## src/rtl/cpu_run_ctrl_pkg.sv

```systemverilog
// rtl/cpu_run_ctrl_pkg.sv - shared state encoding, defaults and helpers for cpu_run_ctrl
package cpu_run_ctrl_pkg;

    localparam logic [2:0] ST_IDLE     = 3'd0;
    localparam logic [2:0] ST_RST_HOLD = 3'd1;
    localparam logic [2:0] ST_RUN      = 3'd2;
    localparam logic [2:0] ST_HALTED   = 3'd3;
    localparam logic [2:0] ST_TMO      = 3'd4;

    typedef enum logic [2:0] {
        S_IDLE     = ST_IDLE,
        S_RST_HOLD = ST_RST_HOLD,
        S_RUN      = ST_RUN,
        S_HALTED   = ST_HALTED,
        S_TMO      = ST_TMO
    } run_state_t;

    localparam int DEF_RST_CYCLES  = 4;
    localparam int DEF_PC_W        = 32;
    localparam int DEF_CNT_W       = 32;
    localparam int DEF_STALL_LIMIT = 16;
    localparam int DEF_TIMEOUT     = 100000;

    function automatic int clog2(input int value);
        int r;
        r = 0;
        for (int i = 0; i < 31; i++) begin
            if ((1 << i) < value) r = i + 1;
        end
        return r;
    endfunction

endpackage

```

## src/rtl/cpu_run_ctrl_if.sv

```systemverilog
// rtl/cpu_run_ctrl_if.sv - run-control signal bundle between controller and core/bench
interface cpu_run_ctrl_if
    import cpu_run_ctrl_pkg::*;
#(
    parameter int PC_W  = DEF_PC_W,
    parameter int CNT_W = DEF_CNT_W
) ();

    logic             start;
    logic             abort;
    logic             pc_valid;
    logic [PC_W-1:0]  pc;
    logic             retire;
    logic             core_reset;
    logic             running;
    logic             done;
    logic             timed_out;
    logic [CNT_W-1:0] cycle_count;
    logic [CNT_W-1:0] retire_count;

    modport master (
        output start, abort, pc_valid, pc, retire,
        input  core_reset, running, done, timed_out, cycle_count, retire_count
    );

    modport slave (
        input  start, abort, pc_valid, pc, retire,
        output core_reset, running, done, timed_out, cycle_count, retire_count
    );

endinterface

```

## src/rtl/cpu_run_ctrl_pc_stall_detect.sv

```systemverilog
// rtl/cpu_run_ctrl_pc_stall_detect.sv - detects the core parking in a PC self-loop
module pc_stall_detect
    import cpu_run_ctrl_pkg::*;
#(
    parameter int PC_W        = DEF_PC_W,
    parameter int STALL_LIMIT = DEF_STALL_LIMIT
) (
    input  logic            clk,
    input  logic            reset,
    input  logic            i_clear,
    input  logic            i_en,
    input  logic            i_pc_valid,
    input  logic [PC_W-1:0] i_pc,
    output logic            o_halt_hit
);

    localparam int              SC_W    = clog2(STALL_LIMIT + 1);
    localparam logic [SC_W-1:0] SC_MAX  = SC_W'(STALL_LIMIT);
    localparam logic [SC_W-1:0] SC_LAST = SC_W'(STALL_LIMIT - 1);

    logic [PC_W-1:0] r_last_pc;
    logic            r_last_valid;
    logic [SC_W-1:0] r_stall_cnt;
    logic            w_repeat;

    // The first valid PC after a clear only primes r_last_pc; it is never a repeat.
    assign w_repeat   = i_en & i_pc_valid & r_last_valid & (i_pc == r_last_pc);
    assign o_halt_hit = w_repeat & (r_stall_cnt == SC_LAST);

    always_ff @(posedge clk or negedge reset) begin
        if (!reset) begin
            r_last_pc    <= '0;
            r_last_valid <= 1'b0;
            r_stall_cnt  <= '0;
        end else if (i_clear) begin
            r_last_pc    <= '0;
            r_last_valid <= 1'b0;
            r_stall_cnt  <= '0;
        end else if (i_en && i_pc_valid) begin
            if (w_repeat) begin
                if (r_stall_cnt != SC_MAX) r_stall_cnt <= r_stall_cnt + 1'b1;
            end else begin
                r_last_pc    <= i_pc;
                r_last_valid <= 1'b1;
                r_stall_cnt  <= '0;
            end
        end
    end

endmodule

```

## src/rtl/cpu_run_ctrl.sv

```systemverilog
// rtl/cpu_run_ctrl.sv - core reset sequencer, cycle/retire counters and end-of-run detection
module cpu_run_ctrl
    import cpu_run_ctrl_pkg::*;
#(
    parameter int RST_CYCLES  = DEF_RST_CYCLES,
    parameter int PC_W        = DEF_PC_W,
    parameter int CNT_W       = DEF_CNT_W,
    parameter int STALL_LIMIT = DEF_STALL_LIMIT,
    parameter int TIMEOUT     = DEF_TIMEOUT
) (
    input  logic         clk,
    input  logic         reset,
    cpu_run_ctrl_if.slave bus
);

    localparam int               HOLD_W    = clog2(RST_CYCLES + 1);
    localparam logic [HOLD_W-1:0] HOLD_LAST = HOLD_W'(RST_CYCLES - 1);
    localparam logic [CNT_W-1:0] CNT_MAX   = '1;
    localparam logic [CNT_W-1:0] TMO_LAST  = CNT_W'(TIMEOUT - 1);

    run_state_t        r_state;
    logic [HOLD_W-1:0] r_hold_cnt;
    logic              r_core_reset;
    logic              r_running;
    logic              r_done;
    logic              r_timed_out;
    logic [CNT_W-1:0]  r_cycle_count;
    logic [CNT_W-1:0]  r_retire_count;
    logic              w_halt_hit;
    logic              w_stall_clear;
    logic              w_stall_en;

    // Holding the detector clear through RST_HOLD guarantees a clean slate on RUN entry.
    assign w_stall_clear = (r_state == S_RST_HOLD);
    assign w_stall_en    = (r_state == S_RUN);

    pc_stall_detect #(
        .PC_W        (PC_W),
        .STALL_LIMIT (STALL_LIMIT)
    ) u_stall (
        .clk        (clk),
        .reset      (reset),
        .i_clear    (w_stall_clear),
        .i_en       (w_stall_en),
        .i_pc_valid (bus.pc_valid),
        .i_pc       (bus.pc),
        .o_halt_hit (w_halt_hit)
    );

    always_ff @(posedge clk or negedge reset) begin
        if (!reset) begin
            r_state        <= S_IDLE;
            r_hold_cnt     <= '0;
            r_core_reset   <= 1'b1;
            r_running      <= 1'b0;
            r_done         <= 1'b0;
            r_timed_out    <= 1'b0;
            r_cycle_count  <= '0;
            r_retire_count <= '0;
        end else if (bus.abort) begin
            // Abort outranks start; counters and flags stay for readout.
            r_state      <= S_IDLE;
            r_core_reset <= 1'b1;
            r_running    <= 1'b0;
        end else begin
            case (r_state)
                S_IDLE, S_HALTED, S_TMO: begin
                    if (bus.start) begin
                        r_state        <= S_RST_HOLD;
                        r_hold_cnt     <= '0;
                        r_core_reset   <= 1'b1;
                        r_running      <= 1'b0;
                        r_done         <= 1'b0;
                        r_timed_out    <= 1'b0;
                        r_cycle_count  <= '0;
                        r_retire_count <= '0;
                    end
                end
                S_RST_HOLD: begin
                    if (r_hold_cnt == HOLD_LAST) begin
                        r_state      <= S_RUN;
                        r_core_reset <= 1'b0;
                        r_running    <= 1'b1;
                    end else begin
                        r_hold_cnt <= r_hold_cnt + 1'b1;
                    end
                end
                S_RUN: begin
                    // Counters only advance on edges that stay in RUN, so they freeze at exit.
                    if (w_halt_hit) begin
                        r_state   <= S_HALTED;
                        r_running <= 1'b0;
                        r_done    <= 1'b1;
                    end else if (r_cycle_count == TMO_LAST) begin
                        r_state     <= S_TMO;
                        r_running   <= 1'b0;
                        r_timed_out <= 1'b1;
                    end else begin
                        if (r_cycle_count != CNT_MAX) r_cycle_count <= r_cycle_count + 1'b1;
                        if (bus.retire && (r_retire_count != CNT_MAX))
                            r_retire_count <= r_retire_count + 1'b1;
                    end
                end
                default: begin
                    r_state      <= S_IDLE;
                    r_core_reset <= 1'b1;
                    r_running    <= 1'b0;
                end
            endcase
        end
    end

    assign bus.core_reset   = r_core_reset;
    assign bus.running      = r_running;
    assign bus.done         = r_done;
    assign bus.timed_out    = r_timed_out;
    assign bus.cycle_count  = r_cycle_count;
    assign bus.retire_count = r_retire_count;

endmodule

```

## src/flat_wrapper.sv

```systemverilog
// flat-port wrapper written by rule: the top's interface ports become plain ports
module cpu_run_ctrl_flat import cpu_run_ctrl_pkg::*;
#(
    parameter int RST_CYCLES  = DEF_RST_CYCLES,
    parameter int PC_W        = DEF_PC_W,
    parameter int CNT_W       = DEF_CNT_W,
    parameter int STALL_LIMIT = DEF_STALL_LIMIT,
    parameter int TIMEOUT     = DEF_TIMEOUT
)
  (clk, reset, bus_start, bus_abort, bus_pc_valid, bus_pc, bus_retire, bus_core_reset, bus_running, bus_done, bus_timed_out, bus_cycle_count, bus_retire_count);
  cpu_run_ctrl_if #(.PC_W(PC_W), .CNT_W(CNT_W)) bus_i ();
  input  logic clk;
  input  logic reset;
  input wire logic [$bits(bus_i.start)-1:0] bus_start;
  input wire logic [$bits(bus_i.abort)-1:0] bus_abort;
  input wire logic [$bits(bus_i.pc_valid)-1:0] bus_pc_valid;
  input wire logic [$bits(bus_i.pc)-1:0] bus_pc;
  input wire logic [$bits(bus_i.retire)-1:0] bus_retire;
  output wire logic [$bits(bus_i.core_reset)-1:0] bus_core_reset;
  output wire logic [$bits(bus_i.running)-1:0] bus_running;
  output wire logic [$bits(bus_i.done)-1:0] bus_done;
  output wire logic [$bits(bus_i.timed_out)-1:0] bus_timed_out;
  output wire logic [$bits(bus_i.cycle_count)-1:0] bus_cycle_count;
  output wire logic [$bits(bus_i.retire_count)-1:0] bus_retire_count;
  assign bus_i.start = bus_start;
  assign bus_i.abort = bus_abort;
  assign bus_i.pc_valid = bus_pc_valid;
  assign bus_i.pc = bus_pc;
  assign bus_i.retire = bus_retire;
  assign bus_core_reset = bus_i.core_reset;
  assign bus_running = bus_i.running;
  assign bus_done = bus_i.done;
  assign bus_timed_out = bus_i.timed_out;
  assign bus_cycle_count = bus_i.cycle_count;
  assign bus_retire_count = bus_i.retire_count;
  cpu_run_ctrl #(.RST_CYCLES(RST_CYCLES), .PC_W(PC_W), .CNT_W(CNT_W), .STALL_LIMIT(STALL_LIMIT), .TIMEOUT(TIMEOUT)) u_core (.clk(clk), .reset(reset), .bus(bus_i));
endmodule
```

## config.mk

```make
export PLATFORM = sky130hd
export DESIGN_NAME = cpu_run_ctrl_flat
export DESIGN_NICKNAME = d
export VERILOG_FILES = /design/src/rtl/cpu_run_ctrl_pkg.sv /design/src/rtl/cpu_run_ctrl_if.sv /design/src/rtl/cpu_run_ctrl_pc_stall_detect.sv /design/src/rtl/cpu_run_ctrl.sv /design/src/flat_wrapper.sv
export SDC_FILE = /design/constraint.sdc
export NUM_CORES = 1
export LEC_CHECK = 0
export CAP_MARGIN = 0
export CORE_MARGIN = 5
export CORE_UTILIZATION = 30
export DETAILED_ROUTE_END_ITERATION = 10
export PLACE_DENSITY = 0.59
export REMOVE_ABC_BUFFERS = 1
export SLEW_MARGIN = 0
export SYNTH_ARGS = -nofsm -noshare
export SYNTH_HDL_FRONTEND = slang
export SYNTH_HIERARCHICAL = 1
export SYNTH_SLANG_ARGS = --single-unit
```

## constraint.sdc

```tcl
create_clock -name clk -period 3.6 [get_ports clk]
set_clock_uncertainty 0.05 [all_clocks]
set_input_delay 0.9 -clock clk [delete_from_list [all_inputs] [get_ports clk]]
set_output_delay 0.9 -clock clk [all_outputs]
set_load 0.03 [all_outputs]
```

[Word level (Yosys, flattened, before mapping)]
Index checks and enable logic that the tools add are counted.
Storage, ports and cells
  input port bits: 38
  flip-flop bits (word level): 112
Cells by class
  add/sub/neg operators: 4
  equality and inequality tests: 25
  mux-type cells: 43
  reduce and logical (&&, ||, !) cells: 16
  bitwise operators: 5
Operators by type and width (number)
  32-bit two-way mux: 10
  32-bit case mux with 2 select lines: 2
  32-bit by 1-bit adder with 32-bit output (second input constant): 2
  32-bit inequality test (second input constant): 2
  32-bit by 17-bit == test with 1-bit output (second input constant): 1
  32-bit == test: 1
  3-bit two-way mux: 7
  5-bit two-way mux: 4
  1-bit two-way mux: 14
  2-bit inequality test (second input constant): 6
  6-bit AND reduction: 2
  3-bit by 2-bit == test with 1-bit output (second input constant): 3
  3-bit case mux with 3 select lines: 1
  2-bit by 1-bit inequality test with 1-bit output (second input constant): 4
  4-bit AND reduction: 2
  3-bit by 2-bit inequality test with 1-bit output (second input constant): 2
  1-bit case mux with 3 select lines: 2
  3-bit case mux with 2 select lines: 1
  3-bit AND reduction: 2
  2-bit nonzero test: 3
  5-bit by 1-bit adder with 5-bit output (second input constant): 1
  5-bit by 4-bit == test with 1-bit output (second input constant): 1
  5-bit inequality test (second input constant): 1
  5-bit AND reduction: 1
  12 further kinds: 18

[Longest topological paths before layout]
  depth after elaboration: 8
  mapped depth: 19
  gate-level depth less buffers: 13

[Modules after synthesis]
The synthesis kept the hierarchy.
Modules (own cells, without submodules)
  cpu_run_ctrl: times used 1, cells each 529, area an instance 4445.5 um2
  pc_stall_detect: times used 1, cells each 222, area an instance 2238.4 um2

[Worst setup path after synthesis]
No wires, ideal clock.
  path kind: register to register
  start: register u_core.r_state[0]
  end: register u_core.r_retire_count[25] (netlist: u_core/bus.retire_count[25])
  cell stages (with the launch flop): 20
  arrival: 3409 ps
  library setup time: 87 ps
  required time: 3463 ps
  path slack: 54 ps
  path buffers: 6
  cells stage by stage: dfrtp_1 clkbuf_1 nor2_1 nand2_1 inv_1 buf_2 clkbuf_1 clkbuf_1 nand2_1 nor4_1 and4_1 nand4_1 nor2_1 buf_1 nand2b_1 a31oi_2 nand2_4 a21oi_4 buf_6 o211ai_1
On the way
  cells in the longest elaborated chain, start to end: 7
  elaborated cells between the ends (all ways): 16
  classes of those cells: eq/ne: 7; mux: 1; bitwise: 4; reduce/logical: 4
Ends and longest elaborated chain
  start, declared: RTL line cpu_run_ctrl.sv:21  | run_state_t r_state;
  start signal, assigned: RTL line cpu_run_ctrl.sv:52  | r_state <= S_IDLE;
  start signal, assigned: RTL line cpu_run_ctrl.sv:62  | r_state <= S_IDLE;
  start signal, assigned: RTL line cpu_run_ctrl.sv:69  | r_state <= S_RST_HOLD;
  3-bit by 2-bit == test with 1-bit output: RTL line cpu_run_ctrl.sv:35  | assign w_stall_en = (r_state == S_RUN);
  via u_core.w_stall_en: RTL line cpu_run_ctrl.sv:31  | logic w_stall_en;
  1-bit AND (3 in a row): RTL line cpu_run_ctrl_pc_stall_detect.sv:27  | assign w_repeat = i_en & i_pc_valid & r_last_valid & (i_pc == r_last_pc);
  1-bit AND: RTL line cpu_run_ctrl_pc_stall_detect.sv:28  | assign o_halt_hit = w_repeat & (r_stall_cnt == SC_LAST);
  via u_core.w_halt_hit: RTL line cpu_run_ctrl.sv:29  | logic w_halt_hit;
  2-bit inequality test (no source line)
  6-bit AND reduction (no source line)
  end signal, assigned: RTL line cpu_run_ctrl.sv:101  | r_retire_count <= r_retire_count + 1'b1;
  end, declared: RTL line cpu_run_ctrl.sv:28  | logic [CNT_W-1:0] r_retire_count;
The timed path passes the listed nets, and every way through them passes these cells.
A chain may end at the register's enable or synchronous reset.

[Final worst setup path]
  start: input bus_pc[18]
  end: register u_core.r_retire_count[19] (netlist: u_core/bus.retire_count[19])
On the way
  cells in the longest elaborated chain, start to end: 5
Ends and longest elaborated chain
  start, declared: RTL line flat_wrapper.sv:17  | input wire logic [$bits(bus_i.pc)-1:0] bus_pc;
  32-bit == test: RTL line cpu_run_ctrl_pc_stall_detect.sv:27
  1-bit AND: RTL line cpu_run_ctrl_pc_stall_detect.sv:27
  1-bit AND: RTL line cpu_run_ctrl_pc_stall_detect.sv:28
  via u_core.w_halt_hit: RTL line cpu_run_ctrl.sv:29
  2-bit inequality test (no source line)
  6-bit AND reduction (no source line)
The timed path passes the listed nets, and every way through them passes these cells.

==> impl_metrics.env <==
export IMPL_status="finished clean"
export IMPL_hold_viol=0
export IMPL_fin_cells=1143
export IMPL_ff2ff_setup_slack_ns=0.70
export IMPL_cts_tree="yes"
export IMPL_worst_ep_required_time_ns=3.84
export IMPL_synth_top_area_cell="dfrtp_1"
export IMPL_post_place_cells=1127
export IMPL_cts_buffers_inserted=9
export IMPL_crit_fanout=2
export IMPL_first_global_vias=6182
export IMPL_seq_area_frac_synth=0.4195
export IMPL_syn_to_final_growth_pct=27.12
export IMPL_synth_edf_count=0
export IMPL_synth_top_area_frac=0.4156
export IMPL_end_kind="flip-flop"
export IMPL_overflow=0
export IMPL_worstRegToRegCells=10
export IMPL_antennaDiodeCount=0
export IMPL_critPathKind="in -> reg"
export IMPL_ir_drop_v=0.0002524
export IMPL_rr_endpoint="u_core/bus.cycle_count[17]$_DFFE_PN0P_"
export IMPL_relSlewSlack=0.4471
export IMPL_worst_skew_pair_late_latency_ns=0.35
export IMPL_period_share=0.9145
export IMPL_synthCells=751
export IMPL_synthTopCellsByArea="dfrtp_1, mux2i_1, nand2_1"
export IMPL_syn_area_sq_um=6684
export IMPL_drc=0
export IMPL_port_buffers=105
export IMPL_startpoint="bus_pc[18]"
export IMPL_multi_input_area_sq_um=3566
export IMPL_nNetsFinal=903
export IMPL_clkSlewWorstSetupHoldPaths_ns=0.08
export IMPL_post_route_util=0.3881
export IMPL_period_needed_ns=3.292
export IMPL_via_count=6081
export IMPL_layout_drive_gt1_share=0.08227
export IMPL_post_cts_buffers=0
export IMPL_start_kind="input port"
export IMPL_tightest_slew_ns=0.8218
export IMPL_p_leak_nw=3.418
export IMPL_die_w_um=159.3
export IMPL_synth_avg_cell_area_sq_um=8.900
export IMPL_setup_viol=0
export IMPL_synth_warnings=6
export IMPL_max_freq_mhz=303.8
export IMPL_register_area_sq_um=2804
export IMPL_ys_types=64
export IMPL_viasPerCell=5.320
export IMPL_grt_pass1_wl_mm=32.19
export IMPL_ctsHoldBuffers=0
export IMPL_crit_end="u_core/bus.retire_count[19]$_DFFE_PN0P_"
export IMPL_track_usage=0.1492
export IMPL_clock_sinks=112
export IMPL_maxCapViolCount=0
export IMPL_synth_ff_type="dfrtp_1"
export IMPL_whs_ns=0.4548
export IMPL_worstHoldPathCells=1
export IMPL_synth_seq_cells=112
export IMPL_place_congestion=0.8568
export IMPL_r2r_start="u_core/r_state[2]$_DFFE_PN0P_"
export IMPL_rsz0062_at_grt="false"
export IMPL_die_area_sq_um=25370
export IMPL_grt_max_degree=54
export IMPL_rows=54
export IMPL_drtAntennaViolNets=0
export IMPL_finalPower_mw=4.342
export IMPL_final_cell_mix="dfrtp_1, clkdlybuf4s50_1, nor2_1, nand2_1, nand3_1"
export IMPL_cp_arrival_ns=3.53
export IMPL_num_fill_cells=2273
export IMPL_wirelength_mm=18.87
export IMPL_fp_coreArea_sq_um=21890
export IMPL_cts_buffer_depth=2
export IMPL_grt_antenna_before_repair=0
export IMPL_finalMaxSlewViolations=0
export IMPL_cts_resized=0
export IMPL_powerDensity_nw_per_um2=511.1
export IMPL_htreeDepth=3
export IMPL_wl_per_cell_um=16.51
export IMPL_final_common_cell="dfrtp_1"
export IMPL_firstDrtPassIters=5
export IMPL_die_height_um=159.3
export IMPL_min_path_type="reg -> reg"
export IMPL_root_buffer="clkbuf_16"
export IMPL_dp_final_hpwl_mm=12.93
export IMPL_async_flop_share=1.000
export IMPL_drt_first_iter_violations=452
export IMPL_initial_core_util=0.3053
export IMPL_io_pins=106
where the power goes:
group / leakage (nW) / internal (mW) / total (mW) / switching (mW)
combinational: 1.71 / 0.580 / 1.44 / 0.855
clock: 0.180 / 0.755 / 1.25 / 0.498
sequential: 1.53 / 1.45 / 1.65 / 0.202
total: 3.42 / 2.79 / 4.34 / 1.56
state kept, by name, indices dropped and copies added (netlist names):
name,count
u_core/u_stall/r_stall_cnt,5
u_core/bus.running,1
u_core/bus.core_reset,1
u_core/bus.retire_count,32
u_core/bus.timed_out,1
u_core/bus.cycle_count,32
u_core/r_state,3
u_core/r_hold_cnt,3
u_core/u_stall/r_last_pc,32
u_core/u_stall/r_last_valid,1
u_core/bus.done,1
Yosys cell counts (all sizes together) (11+ instances only):
cell type and instances:
dfrtp 111, nor2b 20, o21ai 47, o31ai 12
nand3 49, nand2 75, buf 21, xor2 11
nand4 24, a21oi 33, nor4 25, a31oi 32
xnor2 11, clkbuf 19, and3 17, mux2i 35
inv 24, nor2 75
worst max-delay path: stages:
cell	delay, ns
clkdlybuf4s50_1	0.43
xor2_1	0.18
or4_1	0.58
nor2_4	0.14
nand4_1	0.12
nor2_1	0.22
nand2b_1	0.22
a31oi_2	0.08
nand2_4	0.14
buf_4	0.11
mux2_2	0.32
nand3_1	0.08
layout make-up:
cell class,instances,share of cell area
flip-flops and latches,112,0.3300
multi-input cells,575,0.4197
inverters,24,0.01060
well taps,280,0.04123
clock buffers,9,0.02651
repair buffers,136,0.1552
clock inverters,7,0.01679
cells by family after synthesis:
group,after synthesis,synth area share
and+or+nand+nor,346,0.2776
AOI/OAI and AO/OA,164,0.1591
DFF,112,0.4195
buffers and inverters,64,0.04774
muxes,36,0.05410
xor gates and xnor gates,22,0.02883
adders and majority gates,7,0.01310
how the worst min path moves through the flow:
| stage | start | to | slack (ns) |
|---|---|---|---|
| final | u_core/r_hold_cnt[0]$_DFFE_PN0P_ | u_core/r_hold_cnt[0]$_DFFE_PN0P_ | 0.45 |
| after global routing | u_core/r_hold_cnt[1]$_DFFE_PN0P_ | u_core/r_hold_cnt[1]$_DFFE_PN0P_ | 0.50 |
| after floorplan | u_core/r_hold_cnt[0]$_DFFE_PN0P_ | u_core/r_hold_cnt[0]$_DFFE_PN0P_ | 0.42 |
| after detailed placement | u_core/r_hold_cnt[0]$_DFFE_PN0P_ | u_core/r_hold_cnt[0]$_DFFE_PN0P_ | 0.45 |
| after global placement | u_core/r_hold_cnt[2]$_DFFE_PN0P_ | u_core/r_hold_cnt[2]$_DFFE_PN0P_ | 0.43 |
| after CTS | u_core/r_hold_cnt[0]$_DFFE_PN0P_ | u_core/r_hold_cnt[0]$_DFFE_PN0P_ | 0.46 |
layer usage:
| metal | vias to the layer above | share of wire | track usage |
|---|---|---|---|
| li1 | 2957 | - | - |
| met2 | 148 | 0.47 | 0.2423 |
| met4 | 0 | 0.013 | 0.03102 |
| met5 | - | 0 | 0 |
| met3 | 19 | 0.043 | 0.03572 |
| met1 | 2957 | 0.48 | 0.2036 |
stage by stage:
stage / cell area, sq um / setup slack (ns) / setup TNS, ns
finish: 8497 / 0.3079 / 0
global route: 8497 / 0.1190 / 0
CTS: 8497 / 0.2849 / 0
detailed placement: 8129 / -0.06971 / -0.4162
global placement: 8129 / -0.05034 / -0.1669
floorplan: 6455 / -0.8062 / -27.05
Power figures use the tool's default switching activity.
